===== src/rtl/pair_uart_tx.sv =====
// Buffers {lhs,rhs,eol} character pairs in a small FIFO and sends them as UART frames, LSB first.
// Define PAIR_TX_PARITY_EN to insert an even-parity bit after the data bits (8E1 instead of 8N1).
module pair_uart_tx #(
    parameter int CLKS_PER_BIT = 16,
    parameter int DEPTH        = 4
) (
    input  logic                    clk,
    input  logic                    rst_n,
    input  logic                    in_valid,
    output logic                    in_ready,
    input  logic [7:0]              in_lhs,
    input  logic [7:0]              in_rhs,
    input  logic                    in_eol,
    output logic                    tx,
    output logic                    busy,
    output logic [$clog2(DEPTH):0]  fifo_count,
    output logic [2:0]              state_dbg
);

    // Handshake: a pair transfers on a rising clk edge where in_valid and in_ready are both high.
    // in_ready is a flop, so it has no combinational dependence on in_valid.
    // Upstream holds the pair stable while in_ready is low.

    localparam int PW = $clog2(DEPTH);
    localparam int CW = PW + 1;
    localparam logic [7:0]    BAUD_LAST = 8'(CLKS_PER_BIT - 1);
    localparam logic [CW-1:0] FULL      = CW'(DEPTH);

    localparam logic [2:0] S_IDLE   = 3'd0;
    localparam logic [2:0] S_START  = 3'd1;
    localparam logic [2:0] S_DATA   = 3'd2;
    localparam logic [2:0] S_STOP   = 3'd3;
`ifdef PAIR_TX_PARITY_EN
    localparam logic [2:0] S_PARITY = 3'd4;
`endif

    logic [16:0]   mem [DEPTH];
    logic [PW-1:0] wr_ptr, rd_ptr;
    logic [CW-1:0] count_q, count_next;
    logic          push, pop, fifo_has;

    logic [2:0] state, state_next;
    logic [7:0] baud, baud_next;
    logic       baud_done;
    logic [2:0] bit_idx, bit_next;
    logic [1:0] sel, sel_next;
    logic       last_byte;
    logic       hold_eol;
    logic [7:0] hold_lhs, hold_rhs;
    logic [7:0] cur_byte;
    logic       tx_next;

    assign push       = in_valid & in_ready;
    assign fifo_has   = (count_q != '0);
    assign count_next = count_q + CW'(push) - CW'(pop);
    assign baud_done  = (baud == BAUD_LAST);
    assign fifo_count = count_q;
    assign state_dbg  = state;

    // Byte selector: 0 lhs, 1 rhs, 2 CR, 3 LF; CR/LF only follow an eol pair.
    assign last_byte = (sel == 2'd3) || ((sel == 2'd1) && !hold_eol);

    always_comb begin
        case (sel)
            2'd0:    cur_byte = hold_lhs;
            2'd1:    cur_byte = hold_rhs;
            2'd2:    cur_byte = 8'h0D;
            default: cur_byte = 8'h0A;
        endcase
    end

    always_comb begin
        state_next = state;
        sel_next   = sel;
        bit_next   = bit_idx;
        baud_next  = baud_done ? 8'd0 : baud + 8'd1;
        pop        = 1'b0;
        case (state)
            S_IDLE: begin
                baud_next = 8'd0;
                if (fifo_has) begin
                    pop        = 1'b1;
                    sel_next   = 2'd0;
                    state_next = S_START;
                end
            end
            S_START: begin
                if (baud_done) begin
                    bit_next   = 3'd0;
                    state_next = S_DATA;
                end
            end
            S_DATA: begin
                if (baud_done) begin
                    bit_next = bit_idx + 3'd1;
                    if (bit_idx == 3'd7) begin
`ifdef PAIR_TX_PARITY_EN
                        state_next = S_PARITY;
`else
                        state_next = S_STOP;
`endif
                    end
                end
            end
`ifdef PAIR_TX_PARITY_EN
            S_PARITY: begin
                if (baud_done) state_next = S_STOP;
            end
`endif
            S_STOP: begin
                if (baud_done) begin
                    if (!last_byte) begin
                        sel_next   = sel + 2'd1;
                        state_next = S_START;
                    end else if (fifo_has) begin
                        pop        = 1'b1;
                        sel_next   = 2'd0;
                        state_next = S_START;
                    end else begin
                        sel_next   = 2'd0;
                        state_next = S_IDLE;
                    end
                end
            end
            default: begin
                state_next = S_IDLE;
            end
        endcase
    end

    // tx is registered from the current state, so the line lags the FSM by one cycle.
    always_comb begin
        case (state)
            S_START: tx_next = 1'b0;
            S_DATA:  tx_next = cur_byte[bit_idx];
`ifdef PAIR_TX_PARITY_EN
            S_PARITY: tx_next = ^cur_byte;
`endif
            default: tx_next = 1'b1;
        endcase
    end

    always_ff @(posedge clk) begin
        if (push) mem[wr_ptr] <= {in_eol, in_lhs, in_rhs};
    end

    always_ff @(posedge clk or negedge rst_n) begin
        if (!rst_n) begin
            wr_ptr   <= '0;
            rd_ptr   <= '0;
            count_q  <= '0;
            in_ready <= 1'b1;
            state    <= S_IDLE;
            baud     <= 8'd0;
            bit_idx  <= 3'd0;
            sel      <= 2'd0;
            hold_eol <= 1'b0;
            hold_lhs <= 8'd0;
            hold_rhs <= 8'd0;
            tx       <= 1'b1;
            busy     <= 1'b0;
        end else begin
            if (push) wr_ptr <= wr_ptr + 1'b1;
            if (pop) begin
                rd_ptr <= rd_ptr + 1'b1;
                {hold_eol, hold_lhs, hold_rhs} <= mem[rd_ptr];
            end
            count_q  <= count_next;
            in_ready <= (count_next != FULL);
            state    <= state_next;
            baud     <= baud_next;
            bit_idx  <= bit_next;
            sel      <= sel_next;
            tx       <= tx_next;
            // Stays high until the final stop bit has actually left the tx flop.
            busy     <= (state != S_IDLE) || (state_next != S_IDLE) || (count_next != '0);
        end
    end

endmodule


===== config.mk =====
export PLATFORM = sky130hd
export DESIGN_NAME = pair_uart_tx
export DESIGN_NICKNAME = d
export VERILOG_FILES = /design/src/rtl/pair_uart_tx.sv
export SDC_FILE = /design/constraint.sdc
export NUM_CORES = 1
export LEC_CHECK = 0
export CORE_UTILIZATION = 40
export DETAILED_ROUTE_END_ITERATION = 6
export GPL_ROUTABILITY_DRIVEN = 0
export PLACE_DENSITY = 0.55
export SETUP_SLACK_MARGIN = 0.4
export SLEW_MARGIN = 20
export SYNTH_ARGS = -nofsm -noshare
export SYNTH_HDL_FRONTEND = slang
export SYNTH_SLANG_ARGS = --single-unit

===== constraint.sdc =====
create_clock -name clk -period 6.25 [get_ports clk]
set_input_delay 1.25 -clock clk [delete_from_list [all_inputs] [get_ports clk]]
set_output_delay 1.25 -clock clk [all_outputs]
set_load 0.05 [all_outputs]

==> results.py, run 1 <==
metrics = {
    "clock_tree": {
        "cts.repair.resized": 0,
        "clkSinkCount": 111,
        "root_buffer": "clkbuf_16",
        "post-cts-setup-buffers": 0,
        "clockBufferDepth": 2,
        "htreeDepth": 3,
        "clkTransAtPathRegs_ps": 70,
        "postCtsHoldBufs": 0,
        "cts_buffers": 9,
        "clock_latency_ps": 340,
        "cts_tree": "done",
    },
    "final_layout": {
        "final_cell_count_no_fill": 458,
        "fill_cells": 979,
        "nNetsFinal": 344,
        "syn2layout_area_growth_pct": 14.42,
        "diodes": 0,
        "drive_gt1_share_pct": 20.00,
    },
    "timing": {
        "min_period_ps": 3600,
        "setup_tns_ps": 0,
        "tightest_slew_ps": 1008,
        "rsz0062_at_grt": "no",
        "setup_viol": 0,
        "slew_headroom_pct": 32.82,
        "slew_violations": 0,
        "fin_skew_ps": 5.823,
        "hold_violations": 0,
        "fin_crit_sh_pct": 57.60,
        "fmax_mhz": 277.8,
    },
    "global_route": {
        "grt_pass1_vias": 2505,
        "antenna_found_initial": 0,
        "grt.total_usage_pct": 14.98,
        "grt_overflow_total": 0,
        "grt_pass1_wl_um": 13820,
        "grt_max_degree": 44,
    },
    "synth": {
        "synth_common_cells": "edfxtp_1, dfrtp_1, mux4_2",
        "synth_cells": 282,
        "synth.top_cell.area_share_pct": 43.35,
        "synth_enable_flop_cells": 68,
        "synth.most_common_cell": "edfxtp_1",
        "yosysSeqAreaShare_pct": 66.24,
        "yosysWarnings": 0,
        "synth_top_cell_by_area": "edfxtp_1",
        "synth_cell_types": 51,
        "synth_area_leaders": "edfxtp_1, dfrtp_1, mux4_2, ha_1, mux2_4",
        "syn_nets": 316,
        "ys_ff_latch": 111,
        "syn-cell-area_um2": 4711,
        "synth.avg_cell_area_um2": 16.70,
        "async_flop_share_pct": 38.74,
        "synthFlopType": "edfxtp_1",
    },
    "die": {
        "rows": 39,
        "initial_utilization_pct": 41.08,
        "io_pins": 29,
        "core_um2": 11470,
        "die_h_um": 110.5,
        "die-area_um2": 12210,
        "die_w_um": 110.5,
    },
    "setup_path": {
        "critPathRequiredTime_ps": 6480,
        "slowest_delay_ps": 670,
        "cp.arrival_ps": 3830,
        "worst-path-buf-inv": 2,
        "timing_worst_setup_path_type": "reg2reg",
        "crit_top_cell": "ha_1",
        "worst_path_dominant_cell_family": "adder cells",
        "path_cells": "inv_1 -> ha_1 -> nor2b_1 -> o2111ai_2 -> a21oi_4 -> ha_1 -> inv_1 -> ha_1 -> fa_1 -> nor2_1 -> nand2_1 -> or3_1",
        "critPathLaunchType": "flip-flop",
        "crit_path_top_delay_cell": "a21oi_4",
        "crit_fanout": 19,
        "cp-end-kind": "flip-flop",
    },
    "job": {
        "maxCapViolations": 0,
    },
    "routing": {
        "routed_wl_um": 8112,
        "drtIter0Drc": 111,
        "num_vias": 2410,
        "wire_per_inst_um": 17.71,
        "drc_errors": 0,
        "via_per_inst": 5.262,
        "postRouteAntennaNets": 0,
        "drt-pass1-iter-count": 4,
    },
    "status": {
        "status": "complete, no violations",
    },
    "power": {
        "p_leak_uw": 0.001995,
        "power_density_nw_per_um2": 418.9,
        "irDropWorstVdd_uv": 242.0,
    },
    "min_path": {
        "hold_class": "reg2reg",
    },
    "placement": {
        "port_buffers": 28,
        "hpwl_um": 5086,
        "placed_cells": 442,
    },
}
==> layer usage <==
metal	track usage, %	vias up	share of wire, %
met1	19.56	1226	45
li1	-	1127	-
met5	0	-	0
met2	24.47	47	50
met3	3.568	10	2.9
met4	5.333	0	1.7
==> logic make-up after synthesis <==
logic type	synth area share (%)
fa+ha+maj	3.878
xor+xnor	2.045
simple gates	6.188
other cells	0.07960
compound gates	5.605
mux	13.76
buf+inv	2.205
flops	66.24
==> sequential cells by signal, summed over array words and instances, names as in the netlist <==
signal	flops
mem	68
baud	8
hold_lhs	8
hold_rhs	8
bit_idx	3
fifo_count	3
state_dbg	3
rd_ptr	2
sel	2
wr_ptr	2
busy	1
hold_eol	1
in_ready	1
tx	1
==> worst register-to-register path, stage by stage, from the launching register on <==
cell and delay [ps]:
dfrtp_1 400, inv_1 100, ha_1 350, nor2b_1 280
o2111ai_2 180, a21oi_4 670, ha_1 370, inv_1 60
ha_1 150, fa_1 430, nor2_1 150, nand2_1 60
or3_1 300
==> placed cells by master (no fill, tap or decap), types with 9 or more instances in the layout <==
cell type,count
edfxtp_1,68
dfrtp_1,41
clkdlybuf4s50_1,27
mux4_2,18
ha_1,13
nor2_1,12
inv_1,10
mux2_2,10
clkbuf_16,9
==> power breakdown <==
| part | leakage [uW] | internal, uW | switching, uW |
|---|---|---|---|
| sequential | 0.00115 | 972 | 115 |
| clock | 0.000137 | 278 | 268 |
| combinational | 0.000709 | 322 | 303 |
==> final cells by class <==
class / instances / area [um^2] / area share (%)
inverters: 10 / 37.54 / 0.6964
clock buffers: 10 / 229.0 / 4.248
multi-input cells: 149 / 1486 / 27.58
flip-flops and latches: 111 / 3120 / 57.89
clock inverters: 6 / 52.55 / 0.9749
repair buffers: 29 / 285.3 / 5.292
well taps: 143 / 178.9 / 3.319
==> through the flow <==
stage	util [%]	setup WS [ps]	power (uW)	hold WS [ps]	cell area (um^2)
final	47.00	2650	2258	462.3	5390
after global placement	44.53	2713	1739	449.2	5106
after floorplan	-	3113	1556	432.9	4711
after global routing	47.00	2316	2392	482.2	5390
after CTS	46.98	2607	2300	464.2	5388
after detailed placement	44.53	2622	1750	450.3	5106
==> path summary, 6_finish.rpt <==
path                       cells after the start    start  slack, ps             to
min in group asynchronous                      1    rst_n        880  fifo_count[0]
hold / removal                                 1  baud[0]        460        baud[0]
setup / recovery                              12   sel[1]       2650           busy
setup reg to reg                              12   sel[1]       2650           busy
hold reg to reg                                1  baud[0]        460        baud[0]
max in group asynchronous                      1    rst_n       4980     bit_idx[0]
Note: power is estimated with default switching activity, not from simulation.
==> run 2, diff against run 1 <==
--- a/config.mk
+++ b/config.mk
@@ -8,7 +8,7 @@
 export CORE_UTILIZATION = 40
 export DETAILED_ROUTE_END_ITERATION = 6
 export GPL_ROUTABILITY_DRIVEN = 0
-export PLACE_DENSITY = 0.55
+export PLACE_DENSITY = 0.58
 export SETUP_SLACK_MARGIN = 0.4
 export SLEW_MARGIN = 20
 export SYNTH_ARGS = -nofsm -noshare
==> constraint.sdc (replaced) <==
create_clock -name clk -period 3.25 [get_ports clk]
set_input_delay 0.65 -clock clk [delete_from_list [all_inputs] [get_ports clk]]
set_output_delay 0.65 -clock clk [all_outputs]
set_load 0.05 [all_outputs]
==> run 2 against run 1 <==
  * Sequential power is 94% higher
  * Register-to-register slack worse by 2100 ps
  * Sequential share of layout area decreased by 1.2 points
  * Worst setup slack lost 2100 ps
  * Routed wire length rose by 1.1%
  * Critical path type unchanged
  * Highest routed layer unchanged
==> results.py, run 2 (same netlist as run 1, synthesis figures left out) <==
metrics = {
    "status": {
        "status": "complete, no violations",
    },
    "die": {
        "rows": 39,
        "initial_utilization_pct": 41.08,
        "die_w_um": 110.5,
        "die-area_um2": 12210,
        "die_h_um": 110.5,
        "io_pins": 29,
        "core_um2": 11470,
    },
    "min_path": {
        "hold_class": "in2async",
    },
    "routing": {
        "postRouteAntennaNets": 0,
        "drtIter0Drc": 140,
        "num_vias": 2413,
        "wire_per_inst_um": 17.68,
        "routed_wl_um": 8204,
        "drc_errors": 0,
        "drt-pass1-iter-count": 4,
        "via_per_inst": 5.200,
    },
    "timing": {
        "slew_violations": 0,
        "slew_headroom_pct": 35.15,
        "setup_viol": 0,
        "min_period_ps": 2746,
        "fmax_mhz": 364.2,
        "fin_skew_ps": 6.322,
        "hold_violations": 0,
        "fin_crit_sh_pct": 84.49,
        "tightest_slew_ps": 972.8,
        "rsz0062_at_grt": "no",
        "setup_tns_ps": 0,
        "worst_slack_ps": 504.0,
    },
    "final_layout": {
        "diodes": 0,
        "nNetsFinal": 350,
        "fill_cells": 990,
        "largest_reg_flops": 68,
        "top_register": "mem",
        "syn2layout_area_growth_pct": 17.00,
        "layout_commonest_cell": "edfxtp_1",
        "final_cell_area_um2": 5512,
        "final_util_pct": 48.06,
        "drive_gt1_share_pct": 25.23,
        "mostFrequentLayoutCells": "edfxtp_1, dfrtp_1, clkdlybuf4s50_1",
    },
    "clock_tree": {
        "cts_tree": "done",
        "root_buffer": "clkbuf_16",
        "clkSinkCount": 111,
        "clockBufferDepth": 2,
        "clock_latency_ps": 340,
        "postCtsHoldBufs": 0,
        "htreeDepth": 3,
        "clkTransAtPathRegs_ps": 70,
        "cts_buffers": 9,
    },
    "placement": {
        "place_ws_ps": 288.5,
        "port_buffers": 28,
        "hpwl_um": 5261,
        "post_dp_cell_area_um2": 5165,
    },
    "setup_path": {
        "critPathLaunchType": "flip-flop",
        "worst-path-buf-inv": 2,
        "cp.arrival_ps": 2970,
        "path_cells": "inv_2 -> ha_4 -> nor2b_4 -> o2111ai_4 -> a21oi_4 -> ha_4 -> inv_1 -> ha_1 -> fa_2 -> xnor2_2 -> xnor2_1 -> or3_1",
        "slowest_delay_ps": 400,
        "crit_fanout": 9,
        "crit_path_top_delay_cell": "dfrtp_1",
        "rrSetupSlack_ps": 500,
        "rr_endpoint": "busy",
        "r2r-start": "sel[1]",
        "cp-end-kind": "flip-flop",
        "reg2reg_depth": 12,
        "worst_path_dominant_cell_family": "adder cells",
        "critPathRequiredTime_ps": 3470,
        "timing_worst_setup_path_type": "reg2reg",
        "crit_top_cell": "ha_4",
    },
    "global_route": {
        "antenna_found_initial": 0,
        "grt_max_degree": 44,
        "grt_pass1_wl_um": 13680,
        "grt_overflow_total": 0,
        "grt_pass1_vias": 2573,
        "grt.total_usage_pct": 14.65,
    },
    "power": {
        "power_uw": 4442,
        "irDropWorstVdd_uv": 458.4,
        "power_density_nw_per_um2": 806.0,
        "p_leak_uw": 0.002030,
    },
    "job": {
        "maxCapViolations": 0,
    },
}
-- run 2: worst max-delay path by stage --
stage | from | endpoint | slack [ps] | cells after the start
finish | sel[1] | busy | 500 | 12
global route | baud[0] | busy | 410 | 11
CTS | sel[1] | busy | 410 | 12
detailed placement | in_valid | busy | 290 | 9
global placement | in_valid | busy | 350 | 9
floorplan | state_dbg[2] | busy | 280 | 11
-- run 2: through the flow --
| stage | instances | hold slack (ps) |
|---|---|---|
| after floorplan | 282 | 354.4 |
| final | 464 | 459.1 |
| after global routing | 464 | 504.6 |
| after global placement | 447 | 446.2 |
| after detailed placement | 447 | 483.8 |
| after CTS | 463 | 488.6 |
-- run 2: timing repair --
action,in CTS,in global routing
setup buffers,0,1
resized for setup,1,5
endpoints found under the setup margin,1,1
hold endpoints to repair,0,0
pin swaps,0,1
-- run 2: metal layers --
| metal | global-route usage, % | wire, um | up-vias |
|---|---|---|---|
| met5 | 0 | 0 | - |
| met1 | 19.36 | 3822 | 1213 |
| met4 | 5.511 | 221 | 0 |
| li1 | - | - | 1144 |
| met2 | 22.65 | 3877 | 44 |
| met3 | 4.610 | 283 | 12 |
-- run 2: where the power goes --
group	internal, uW	switching (uW)	total [uW]
clock network	574	500	1070
logic	663	581	1240
registers	1870	259	2120
total	3100	1340	4440
-- run 2: layout make-up --
| cell class | count | area, um^2 | share of cell area [%] |
|---|---|---|---|
| clock buffers | 12 | 256.5 | 4.654 |
| clock inverters | 4 | 37.54 | 0.6810 |
| inverters | 10 | 37.54 | 0.6810 |
| multi-input cells | 149 | 1549 | 28.10 |
| flip-flops and latches | 111 | 3124 | 56.69 |
| well taps | 143 | 178.9 | 3.246 |
| repair buffers | 35 | 327.8 | 5.948 |
==> run 3, diff against run 2 <==
==> constraint.sdc (replaced) <==
create_clock -name clk -period 2.29 [get_ports clk]
set_input_delay 0.458 -clock clk [delete_from_list [all_inputs] [get_ports clk]]
set_output_delay 0.458 -clock clk [all_outputs]
set_load 0.05 [all_outputs]
==> run 3 against run 2 <==
  * The flow now finishes with violations (negative setup slack)
  * Final area grew 7.1%
  * Clock skew hardly changed
  * First-iteration DRC count shrank 53%
  * Critical path depth down 1
  * Via count up 6.4%
  * Clock power grew 53%
  * Cell count increased by 8.4%
  * Global-route usage grew 0.77 points
  * Combinational power rose by 69%
  * Critical endpoint unchanged
  * Largest cell class unchanged
  * Largest power group unchanged
==> results.py, run 3 (same netlist as run 1, synthesis figures left out) <==
metrics = {
    "routing": {
        "postRouteAntennaNets": 0,
        "num_vias": 2567,
        "via_per_inst": 5.103,
        "drtIter0Drc": 66,
        "drt-pass1-iter-count": 4,
        "routed_wl_um": 8531,
        "drc_errors": 0,
        "wire_per_inst_um": 16.96,
    },
    "status": {
        "status": "finished, violations left",
        "violations": "negative setup slack",
    },
    "placement": {
        "port_buffers": 28,
        "place_ws_ps": -321.3,
        "hpwl_um": 5720,
    },
    "timing": {
        "min_period_ps": 2574,
        "setup_viol": 3,
        "setup_tns_ps": -451.9,
        "rsz0062_at_grt": "yes",
        "fin_skew_ps": 6.560,
        "slew_violations": 0,
        "slew_headroom_pct": 63.70,
        "tightest_slew_ps": 544.5,
        "fmax_mhz": 388.5,
        "worst_slack_ps": -283.7,
        "fin_crit_sh_pct": 112.4,
        "hold_violations": 0,
    },
    "final_layout": {
        "nNetsFinal": 389,
        "layout_commonest_cell": "edfxtp_1",
        "syn2layout_area_growth_pct": 25.26,
        "seq_area_um2": 3124,
        "mostFrequentLayoutCells": "edfxtp_1, buf_4, dfrtp_1",
        "multiInputGateArea_um2": 1623,
        "top_register": "mem",
        "diodes": 0,
        "drive_gt1_share_pct": 35.83,
        "largest_reg_flops": 68,
        "fill_cells": 945,
    },
    "die": {
        "rows": 39,
        "die-area_um2": 12210,
        "core_um2": 11470,
        "io_pins": 29,
        "initial_utilization_pct": 41.08,
        "die_w_um": 110.5,
        "die_h_um": 110.5,
    },
    "clock_tree": {
        "cts_tree": "done",
        "clock_latency_ps": 350,
        "clockBufferDepth": 2,
        "postCtsHoldBufs": 0,
        "clkSinkCount": 111,
        "htreeDepth": 3,
        "clkTransAtPathRegs_ps": 70,
        "root_buffer": "clkbuf_16",
        "cts_buffers": 9,
    },
    "setup_path": {
        "cp-end-kind": "flip-flop",
        "crit_fanout": 3,
        "critPathRequiredTime_ps": 2520,
        "timing_worst_setup_path_type": "reg2reg",
        "critPathLaunchType": "flip-flop",
        "cp.arrival_ps": 2800,
    },
    "power": {
        "p_leak_uw": 0.002249,
        "p_switching_uw": 1897,
        "power_uw": 6605,
        "clockPowerShare_pct": 24.8,
        "irDropWorstVdd_uv": 644.1,
        "p_comb_share_pct": 31.9,
        "intPower_uw": 4707,
        "swShare_pct": 28.73,
        "seq_power_share_pct": 43.3,
        "power_density_nw_per_um2": 1119,
    },
    "global_route": {
        "grt_pass1_vias": 2639,
        "grt.total_usage_pct": 15.42,
        "grt_overflow_total": 0,
        "grt_max_degree": 25,
        "antenna_found_initial": 0,
        "grt_pass1_wl_um": 14010,
    },
    "job": {
        "maxCapViolations": 0,
    },
    "min_path": {
        "hold_class": "in2async",
    },
}
run 3: changes by cell type in the layout (fill, tap and decap cells not counted), moves of 2 or more:
| cell | delta |
|---|---|
| clkdlybuf4s50_1 | -9 |
| clkdlybuf4s15_2 | +2 |
| ha_1 | -3 |
| clkbuf_8 | -2 |
| inv_1 | -2 |
| buf_6 | +2 |
| buf_4 | +37 |
| ha_4 | +2 |
| inv_8 | -2 |
| bufinv_16 | +2 |
| inv_2 | +2 |
| dlygate4sd2_1 | +6 |
run 3: per-layer routing:
layer	wire (um)	share of wire, %	vias to the layer above	track usage, %
li1	-	-	1222	-
met1	3929	46	1296	20.04
met2	4206	49	36	25.26
met3	204	2.4	13	2.689
met4	191	2.2	0	7.111
met5	0	0	-	0
run 3: what timing repair did:
item / CTS / global route
pin swaps: 3 / 7
setup endpoints to repair: 34 / 27
buffers inserted: 2 / 3
gates resized for setup: 18 / 13
run 3: cell type report:
type                       instances  share of cell area [%]
clock buffer                      11                   3.944
clock inverter                     5                   1.378
inverter                          10                  0.6361
multi-input combinational        149                   27.50
sequential                       111                   52.95
tap                              143                   3.032
timing repair buffer              74                   10.56
run 3: worst max-delay path, stage by stage (launching register included):
cell       delay, ps
dfrtp_1          430
ha_4             180
nor2b_4          130
o2111ai_4        210
a21oi_4          100
ha_4             270
inv_2             40
ha_4             140
fa_2             350
xnor2_2          140
xnor2_1          130
or3_1            340
run 3: worst paths after layout:
path                            startpoint       to  slack, ps  cells past startpoint
worst min register to register     baud[0]  baud[0]        520                      2
worst max register to register      sel[0]     busy       -280                     11
worst max-delay path                sel[0]     busy       -280                     11
min in group clk                   baud[0]  baud[0]        520                      2
max in group asynchronous            rst_n       tx       1570                      2
worst min-delay path                 rst_n  baud[7]         90                      1
run 3: through the flow:
stage,hold slack (ps),util (%),instances,area (um^2)
floorplan,162.4,-,282,4793
global placement,472.8,47.73,482,5473
detailed placement,477.9,47.73,482,5473
CTS,101.2,50.75,500,5819
global route,135.4,51.46,503,5901
finish,91.54,51.46,503,5901
run 3: power groups by stage:
stage / registers [uW] / logic [uW] / clock network (uW)
after global placement: 2890 / 2140 / 0
final: 2860 / 2100 / 1640
after global routing: 2910 / 2290 / 1770
after floorplan: 3000 / 1330 / 0
after detailed placement: 2910 / 2170 / 0
after CTS: 2870 / 2140 / 1690
